===== config.mk =====
export PLATFORM = sky130hd
export DESIGN_NAME = perf_counter_bank
export DESIGN_NICKNAME = d
export VERILOG_FILES = /design/src/rtl/perf_ctr_pkg.sv /design/src/rtl/perf_counter_channel.sv /design/src/rtl/perf_counter_bank.sv
export SDC_FILE = /design/constraint.sdc
export NUM_CORES = 1
export LEC_CHECK = 0
export ABC_AREA = 1
export CAP_MARGIN = 20
export CORE_AREA = 2 2 156 158
export CTS_CLUSTER_DIAMETER = 150
export DETAILED_ROUTE_END_ITERATION = 8
export DIE_AREA = 0 0 158 160
export PLACE_DENSITY = 0.78
export SKIP_CTS_REPAIR_TIMING = 1
export SLEW_MARGIN = 20
export SYNTH_ARGS = -nofsm -noshare
export SYNTH_HDL_FRONTEND = slang
export SYNTH_SLANG_ARGS = --single-unit
export TNS_END_PERCENT = 30

===== constraint.sdc =====
create_clock -name CLK -period 9.9 [get_ports CLK]
set_input_delay 2.475 -clock CLK [delete_from_list [all_inputs] [get_ports CLK]]
set_output_delay 2.475 -clock CLK [all_outputs]
set_load 0.01 [all_outputs]

===== src/rtl/perf_ctr_pkg.sv =====
// Shared register map and address decode helper for the performance counter bank.
package perf_ctr_pkg;

    localparam logic [31:0] OFF_CTRL      = 32'h00;
    localparam logic [31:0] OFF_OVF       = 32'h04;
    localparam logic [31:0] OFF_CLEAR     = 32'h08;
    localparam logic [31:0] OFF_HI_SHADOW = 32'h0C;
    localparam logic [31:0] CNT_BASE      = 32'h10;
    localparam logic [31:0] CNT_STRIDE    = 32'd4;

    typedef struct packed {
        logic       valid;
        logic [3:0] idx;
    } cnt_sel_t;

    // Maps a byte address onto a counter channel; idx is meaningless when valid is 0.
    function automatic cnt_sel_t cnt_decode(input logic [31:0] byte_addr, input int unsigned num_cnt);
        cnt_sel_t    sel;
        logic [31:0] off;
        off       = byte_addr & ~32'h3;
        sel.valid = (off >= CNT_BASE) && (off < CNT_BASE + CNT_STRIDE * num_cnt);
        sel.idx   = 4'((off - CNT_BASE) / CNT_STRIDE);
        return sel;
    endfunction

endpackage


===== src/rtl/perf_counter_channel.sv =====
// One event counter: clear beats load beats increment; wrap_pulse flags an increment from all-ones.
module perf_counter_channel #(
    parameter int CNT_WIDTH = 32
) (
    input  logic                 CLK,
    input  logic                 reset,
    input  logic                 inc,
    input  logic                 clr,
    input  logic                 load,
    input  logic [CNT_WIDTH-1:0] load_val,
    output logic [CNT_WIDTH-1:0] count,
    output logic                 wrap_pulse
);

    logic [CNT_WIDTH-1:0] count_q, count_d;

    always_comb begin
        count_d    = count_q;
        wrap_pulse = 1'b0;
        if (clr) begin
            count_d = '0;
        end else if (load) begin
            count_d = load_val;
        end else if (inc) begin
            count_d    = count_q + CNT_WIDTH'(1);
            wrap_pulse = &count_q;
        end
    end

    always_ff @(posedge CLK or posedge reset) begin
        if (reset) count_q <= '0;
        else       count_q <= count_d;
    end

    assign count = count_q;

endmodule


===== src/rtl/perf_counter_bank.sv =====
// Memory-mapped bank of NUM_CNT event counters with enable mask, sticky overflow,
// registered single-cycle-latency readout and a high-word shadow for tear-free wide reads.
module perf_counter_bank
    import perf_ctr_pkg::*;
#(
    parameter int                   NUM_CNT    = 4,
    parameter int                   CNT_WIDTH  = 32,
    parameter int                   ADDR_WIDTH = 8,
    parameter logic [NUM_CNT-1:0]   EN_RESET   = {NUM_CNT{1'b1}}
) (
    input  logic                  CLK,
    input  logic                  reset,
    input  logic                  freeze,
    input  logic [NUM_CNT-1:0]    event_in,
    input  logic [ADDR_WIDTH-1:0] addr,
    input  logic                  we,
    input  logic [31:0]           wdata,
    input  logic                  re,
    output logic [31:0]           rdata,
    output logic                  rdata_valid,
    output logic                  overflow_any
);

    logic [NUM_CNT-1:0]   ctrl_q, ctrl_d, ovf_q, ovf_d;
    logic [NUM_CNT-1:0]   inc, clr, load, wrap;
    logic [31:0]          shadow_q, shadow_d, rdata_q, rdata_d, read_val;
    logic                 rdata_valid_q, rdata_valid_d;
    logic [CNT_WIDTH-1:0] count  [NUM_CNT];
    logic [31:0]          cnt_lo [NUM_CNT];
    logic [31:0]          cnt_hi [NUM_CNT];
    logic [31:0]          word_addr;
    cnt_sel_t             sel;
    logic                 sel_ctrl, sel_ovf, sel_clear, sel_hi;

    assign word_addr = 32'(addr) & ~32'h3;
    assign sel       = cnt_decode(word_addr, NUM_CNT);
    assign sel_ctrl  = (word_addr == OFF_CTRL);
    assign sel_ovf   = (word_addr == OFF_OVF);
    assign sel_clear = (word_addr == OFF_CLEAR);
    assign sel_hi    = (word_addr == OFF_HI_SHADOW);

    for (genvar g = 0; g < NUM_CNT; g++) begin : g_ch
        assign inc[g]  = ctrl_q[g] & event_in[g] & ~freeze;
        assign clr[g]  = we & sel_clear & wdata[g];
        assign load[g] = we & sel.valid & (sel.idx == 4'(g));

        perf_counter_channel #(.CNT_WIDTH(CNT_WIDTH)) u_ch (
            .CLK        (CLK),
            .reset      (reset),
            .inc        (inc[g]),
            .clr        (clr[g]),
            .load       (load[g]),
            .load_val   (CNT_WIDTH'(wdata)),
            .count      (count[g]),
            .wrap_pulse (wrap[g])
        );

        // Upper word is zero for counters of 32 bits or less.
        assign cnt_lo[g] = 32'(count[g]);
        assign cnt_hi[g] = 32'(count[g] >> 32);
    end

    always_comb begin
        ctrl_d        = ctrl_q;
        ovf_d         = ovf_q;
        shadow_d      = shadow_q;
        rdata_d       = rdata_q;
        rdata_valid_d = re;
        read_val      = '0;

        if (we && sel_ctrl) ctrl_d = wdata[NUM_CNT-1:0];
        if (we && sel_ovf)  ovf_d  = ovf_q & ~wdata[NUM_CNT-1:0];
        // A fresh wrap wins over a simultaneous write-1-to-clear.
        ovf_d = ovf_d | wrap;

        if (sel_ctrl) read_val = 32'(ctrl_q);
        if (sel_ovf)  read_val = 32'(ovf_q);
        if (sel_hi)   read_val = shadow_q;
        for (int i = 0; i < NUM_CNT; i++) begin
            if (sel.valid && sel.idx == 4'(i)) read_val = cnt_lo[i];
        end

        if (re) begin
            rdata_d = read_val;
            for (int i = 0; i < NUM_CNT; i++) begin
                if (sel.valid && sel.idx == 4'(i)) shadow_d = cnt_hi[i];
            end
        end
    end

    always_ff @(posedge CLK or posedge reset) begin
        if (reset) begin
            ctrl_q        <= EN_RESET;
            ovf_q         <= '0;
            shadow_q      <= '0;
            rdata_q       <= '0;
            rdata_valid_q <= 1'b0;
        end else begin
            ctrl_q        <= ctrl_d;
            ovf_q         <= ovf_d;
            shadow_q      <= shadow_d;
            rdata_q       <= rdata_d;
            rdata_valid_q <= rdata_valid_d;
        end
    end

    assign rdata        = rdata_q;
    assign rdata_valid  = rdata_valid_q;
    assign overflow_any = |ovf_q;

endmodule


* After elaboration in Yosys (flattened, before gate mapping) *
Cells that the tools add are included.

storage, ports and cells
  bits in registers = 201
  input bits = 49
  output and inout port bits = 34
  logic and storage cells = 100

operators by class
  add/sub/neg operators = 5
  order comparisons = 2
  equal/unequal tests = 6
  mux-type cells = 36
  bitwise gates (word level) = 22
  reductions and logical operators = 20

operator list
  kind                                                                    number
  32-bit two-way mux                                                      21
  32-bit by 1-bit adder with 32-bit output (second input constant)        4
  32-bit AND reduction                                                    4
  32-bit zero test                                                        1
  1-bit AND                                                               18
  6-bit by 2-bit equality test with 1-bit output (second input constant)  2
  1-bit two-way mux                                                       12
  4-bit two-way mux                                                       3
  3-bit nonzero test                                                      4
  4-bit by 2-bit equality test with 1-bit output (second input constant)  2
  8-bit by 5-bit >= comparator with 1-bit output (second input constant)  1
  8-bit by 6-bit < comparator with 1-bit output (second input constant)   1
  1-bit logical AND                                                       7
  6-bit by 1-bit equality test with 1-bit output (second input constant)  1
  6-bit by 5-bit subtractor with 6-bit output (second input constant)     1
  4-bit AND                                                               1
  4-bit by 1-bit equality test with 1-bit output (second input constant)  1
  4-bit zero test                                                         1
  4-bit inverter                                                          1
  4-bit OR                                                                1
  4-bit nonzero test                                                      1
  4-bit OR reduction                                                      1
  2-bit AND reduction                                                     1
  1-bit inverter                                                          1

* Depth between registers and ports, before layout *
  depth after elaboration = 8
  gate-level depth with buffers = 11
  depth with buffers taken out = 11

* Hierarchy *
Synthesis repeated with hierarchy kept, for this count alone.

second synthesis, totals
  cells, all modules = 2106
  area, all modules = 12783.5 um2

modules (own cells, without submodules)
  module                instances  cells each  area each (um2)
  perf_counter_channel  4          423         2522.4
  perf_counter_bank     1          414         2693.8

* Least setup slack after synthesis *
OpenSTA, ideal clock, no wires.

  path kind = input port to flip-flop
  start point = input port we
  end point = register g_ch[0].u_ch.count_q[21]
  library setup time = 0.117 ns
  data arrival time = 3.477 ns
  setup slack = 6.306 ns
  stages = 8
  path buffers = 2
  cell sequence = buf_2 -> nand4_1 -> inv_2 -> o21ai_2 -> buf_2 -> nor2_1 -> nand2_1 -> nand2_1

on the way
  word-level cells in the longest chain between the ends = 4
  elaborated cells on any way between the ends = 7
  classes of those cells = mux: 2; bitwise: 4; reduce/logical: 1

ends and longest elaborated chain
  what                     line                        RTL
  start: declaration       perf_counter_bank.sv:16     input logic we,
  1-bit AND (2 in series)  perf_counter_bank.sv:45     assign load[g] = we & sel.valid & (sel.idx == 4'(g));
  32-bit two-way mux       perf_counter_channel.sv:22  end else if (load) begin
  32-bit two-way mux       perf_counter_channel.sv:20  if (clr) begin
  end signal: assignment   perf_counter_channel.sv:32  else count_q <= count_d;
  end: declaration         perf_counter_channel.sv:15  logic [CNT_WIDTH-1:0] count_q, count_d;

Several ways; a longest one is shown, not always the timed one.
A chain may end at the register's enable or synchronous reset.

* Worst setup path in the final report *
  start point = input port addr[7]
  end point = register g_ch[1].u_ch.count_q[12]

on the way
  word-level cells in the longest chain between the ends = 6
  elaborated cells on any way between the ends = 11
  classes of those cells = order compare: 2; eq/ne: 1; mux: 2; bitwise: 4; reduce/logical: 2

ends and longest elaborated chain
  what                                                                                                                    line                        RTL
  start: declaration                                                                                                      perf_counter_bank.sv:15     input logic [ADDR_WIDTH-1:0] addr,
  8-bit by 5-bit >= comparator with 1-bit output / 8-bit by 6-bit < comparator with 1-bit output (equally long branches)  perf_ctr_pkg.sv:21          sel.valid = (off >= CNT_BASE) && (off < CNT_BASE + CNT_STRIDE * num_cnt);
  1-bit logical AND                                                                                                       perf_ctr_pkg.sv:21
  1-bit AND (2 in series)                                                                                                 perf_counter_bank.sv:45
  32-bit two-way mux                                                                                                      perf_counter_channel.sv:22
  32-bit two-way mux                                                                                                      perf_counter_channel.sv:20
  end signal: assignment                                                                                                  perf_counter_channel.sv:32
  end: declaration                                                                                                        perf_counter_channel.sv:15

Several ways; a longest one is shown, not always the timed one.

==> summary.txt <==
Final layout
  – Final core utilization: 59.4%
  – Multi-input logic area: between 7000 and 8000 sq um
  – # nets final: 2247
  – FF+latch area: 4230 sq um
  – N_diodes: 0
  – Layout cells sized above 1: 3.49%
  – FILL cells: 2475
  – Final Instance Area: 14100 sq um
  – Syn-to-layout area delta: 12.6%

Floorplan
  – Starting density of the core: a little over half
  – Site Rows: 57
  – Die area: 25300 sq um
  – # IOs: 83
  – Die extent in y: 160 um
  – Core area: around 24000 sq um
  – Horiz. Die Dim: 158 um

Timing
  – Final Cycle Share: 59.8%
  – RSZ-0062 raised after global routing: no
  – Least-Margin Pin Slew: 1.12 ns
  – Endpoints failing setup: 0
  – Post-layout minimum cycle time: 5.92 ns
  – Clock skew: 0.0134 ns
  – Max Fclk: 0.169 GHz
  – Final Hold Vio Count: 0
  – Max-slew violations: 0
  – Final setup TNS: 0 ns
  – Slew HR: 25.6%

Setup path
  – R2r endpoint: g_ch[0].u_ch.count[14]
  – Critical path data required time: 10.29 ns
  – CP most frequent cell: nor2_4
  – CP Class: primary input to flop
  – Crit path launch: addr[7]
  – Length in cells of the worst reg-to-reg path: 9
  – Critical path destination: g_ch[1].u_ch.count[12]
  – Crit-path slowest cell: a21boi_1
  – Type of origin of the critical path: primary input
  – CP arrival: 6.30 ns
  – R2R setup slack: 7.70 ns
  – CP Depth: 8
  – Worst Path Max Fanout: 57
  – Crit path buffers/inverters: 1
  – CP endpoint kind: flop
  – Worst r2r src: g_ch[0].u_ch.count[0]
  – Cell family with most CP delay: simple AND/OR/NAND/NOR gates
  – Crit-path max cell delay: approximately 1.1 ns
  – CP Cell Sequence: clkdlybuf4s50_1, nor2_4, nand2_4, nor2_4, nand2_2, a21boi_1, nand3_1, nand2_1

Route
  – Antenna-violating nets left: 0
  – Vias post-DR: 14400
  – First drt pass iteration count: 7
  – DR WL/cell: about 19 um
  – Vias per inst: 5.68
  – Post-Route WL: roughly 50000 um
  – DRC marker count from the first detailed-route iteration: 1654
  – DRC: 0

GRT
  – Total gr overflow: 0
  – Largest net degree at the start of global routing: 94
  – Gr usage total: a little under 40%
  – Vias in the first global route: 13200
  – First-pass GRT wire length: 74800 um
  – Initial antenna violation count: 0

Logic synthesis
  – Mapped Area: 12600 sq um
  – Synth top cells by count: 929 x nand2_1, 416 x nor2_1, 168 x inv_1
  – Syn Inst Count: 2149
  – Synth top area cells: dfrtp_1 33%, nand2_1 28%, nor2_1 12%
  – Seq/Total Area, Yosys: 33.7%
  – Syn nets: ~2200
  – Most common flop cell mapped by yosys: dfrtp_1
  – Post-synth EDFFs: 0
  – Top-count cell post-synth: nand2_1
  – Synth warn: 0
  – Yosys cell types: 37
  – Fraction of registers with async set/reset: 100%
  – Post-synth top area cell: dfrtp_1
  – Mean Syn Cell Area: a little under 6 sq um
  – Yosys reg bits: 169
  – Top cell type's share of synthesized area: roughly a third

Status
  – Status: completed

Clock tree
  – Cts bufs inserted: 17
  – Clk sink count: around 170
  – CTS tree: yes
  – Clk_lat worst skew: 0.46 ns
  – Clk slew on worst S/H paths: about 0.070 ns
  – CTS root buffer: clkbuf_16
  – CTS H-tree depth: 4
  – CTS Buffer Depth: 2

Place
  – IO Port Bufs: 80
  – GPL Wtd Cong: ~1.0
  – Cell Area, Placed: between 10000 and 15000 sq um
  – Post-DP HPWL: ~35000 um

Job
  – Max Cap Viol: 0

Pwr
  – Peak supply drop: 0.0000928 V
  – Pwr/cell area: around 150 nW/um^2
  – Leak: 6.82 nW
  – Pwr Total: about 2.1 mW

Min path
  – Worst hold path class: flop to flop
==> routing by layer <==
metal	wire length [um]	global-route usage (%)
met1	19000	50.6
met2	21200	59.4
met3	4650	7.84
met4	4330	28.2
met5	0	0
==> power by group <==
group | internal, mW | leakage [nW] | total [mW] | switching [mW]
Clock | 0.409 | 0.309 | 0.747 | 0.338
Combinational | 0.168 | 4.25 | 0.442 | 0.274
Sequential | 0.778 | 2.25 | 0.913 | 0.135
==> final cells by class <==
type / count / area share (%)
Clock inverter: 15 / 1.47
Inverter: 177 / 4.73
Sequential cell: 169 / 29.9
Clock buffer: 17 / 3.01
Timing Repair Buffer: 87 / 6.06
Tap cell: 324 / 2.87
Multi-Input combinational cell: 1742 / 51.9
==> registers in the layout, summed over array words and instances, names as in the netlist <==
signal           cells
ovf_q                4
rdata               32
ctrl_q               4
g_ch.u_ch.count    128
rdata_valid          1
==> placed cells by master (no fill, tap or decap), drive strengths merged <==
cell type / Yosys / final
a22oi: 1 / 1
o21ai: 73 / 73
ha: 4 / 4
or4: 1 / 1
a21oi: 70 / 70
a31oi: 27 / 27
inv: 177 / 184
o22ai: 18 / 18
nor2: 424 / 424
dfrtp: 165 / 165
o21bai: 2 / 2
xor2: 9 / 9
clkinv: 0 / 4
clkinvlp: 0 / 1
bufinv: 0 / 3
nand3b: 9 / 9
clkbuf: 15 / 17
clkdlybuf4s50: 0 / 80
or2: 1 / 1
dfstp: 4 / 4
a21boi: 2 / 2
nor3: 3 / 3
nand3: 154 / 154
xnor2: 7 / 7
nor4: 1 / 1
buf: 46 / 7
nand2: 934 / 934
nand4: 2 / 2
==> through the flow <==
stage               std cells  worst slack, ns  hold WS, ns
floorplan                2149             2.86        0.471
global placement         2499             3.70        0.464
detailed placement       2499             3.71        0.466
CTS                      2531             4.15        0.485
global route             2531             3.77        0.520
finish                   2531             3.98        0.485
==> kinds of logic after synthesis <==
kind of cell             synth area share [%]
adder cells (fa/ha/maj)                 0.398
flip-flops                               33.7
AO/OA/AOI/OAI                            8.42
AND/OR/NAND/NOR                          48.4
XOR/XNOR                                 1.12
buffers and inverters                    7.97
==> worst min path at each step <==
| stage | start | to | slack [ns] | cells past startpoint |
|---|---|---|---|---|
| floorplan | g_ch[0].u_ch.count[31] | g_ch[0].u_ch.count[31] | 0.47 | 2 |
| global placement | rdata[12] | rdata[12] | 0.46 | 2 |
| detailed placement | rdata[2] | rdata[2] | 0.47 | 2 |
| CTS | rdata[2] | rdata[2] | 0.49 | 2 |
| global route | rdata[3] | rdata[3] | 0.52 | 2 |
| finish | rdata[2] | rdata[2] | 0.49 | 2 |
==> worst min-delay path, cell delays in order (launching register included) <==
cell     delay, ns
dfrtp_1       0.35
nand2_1       0.05
nand2_1       0.05
Note: power is estimated with default switching activity, not from simulation.
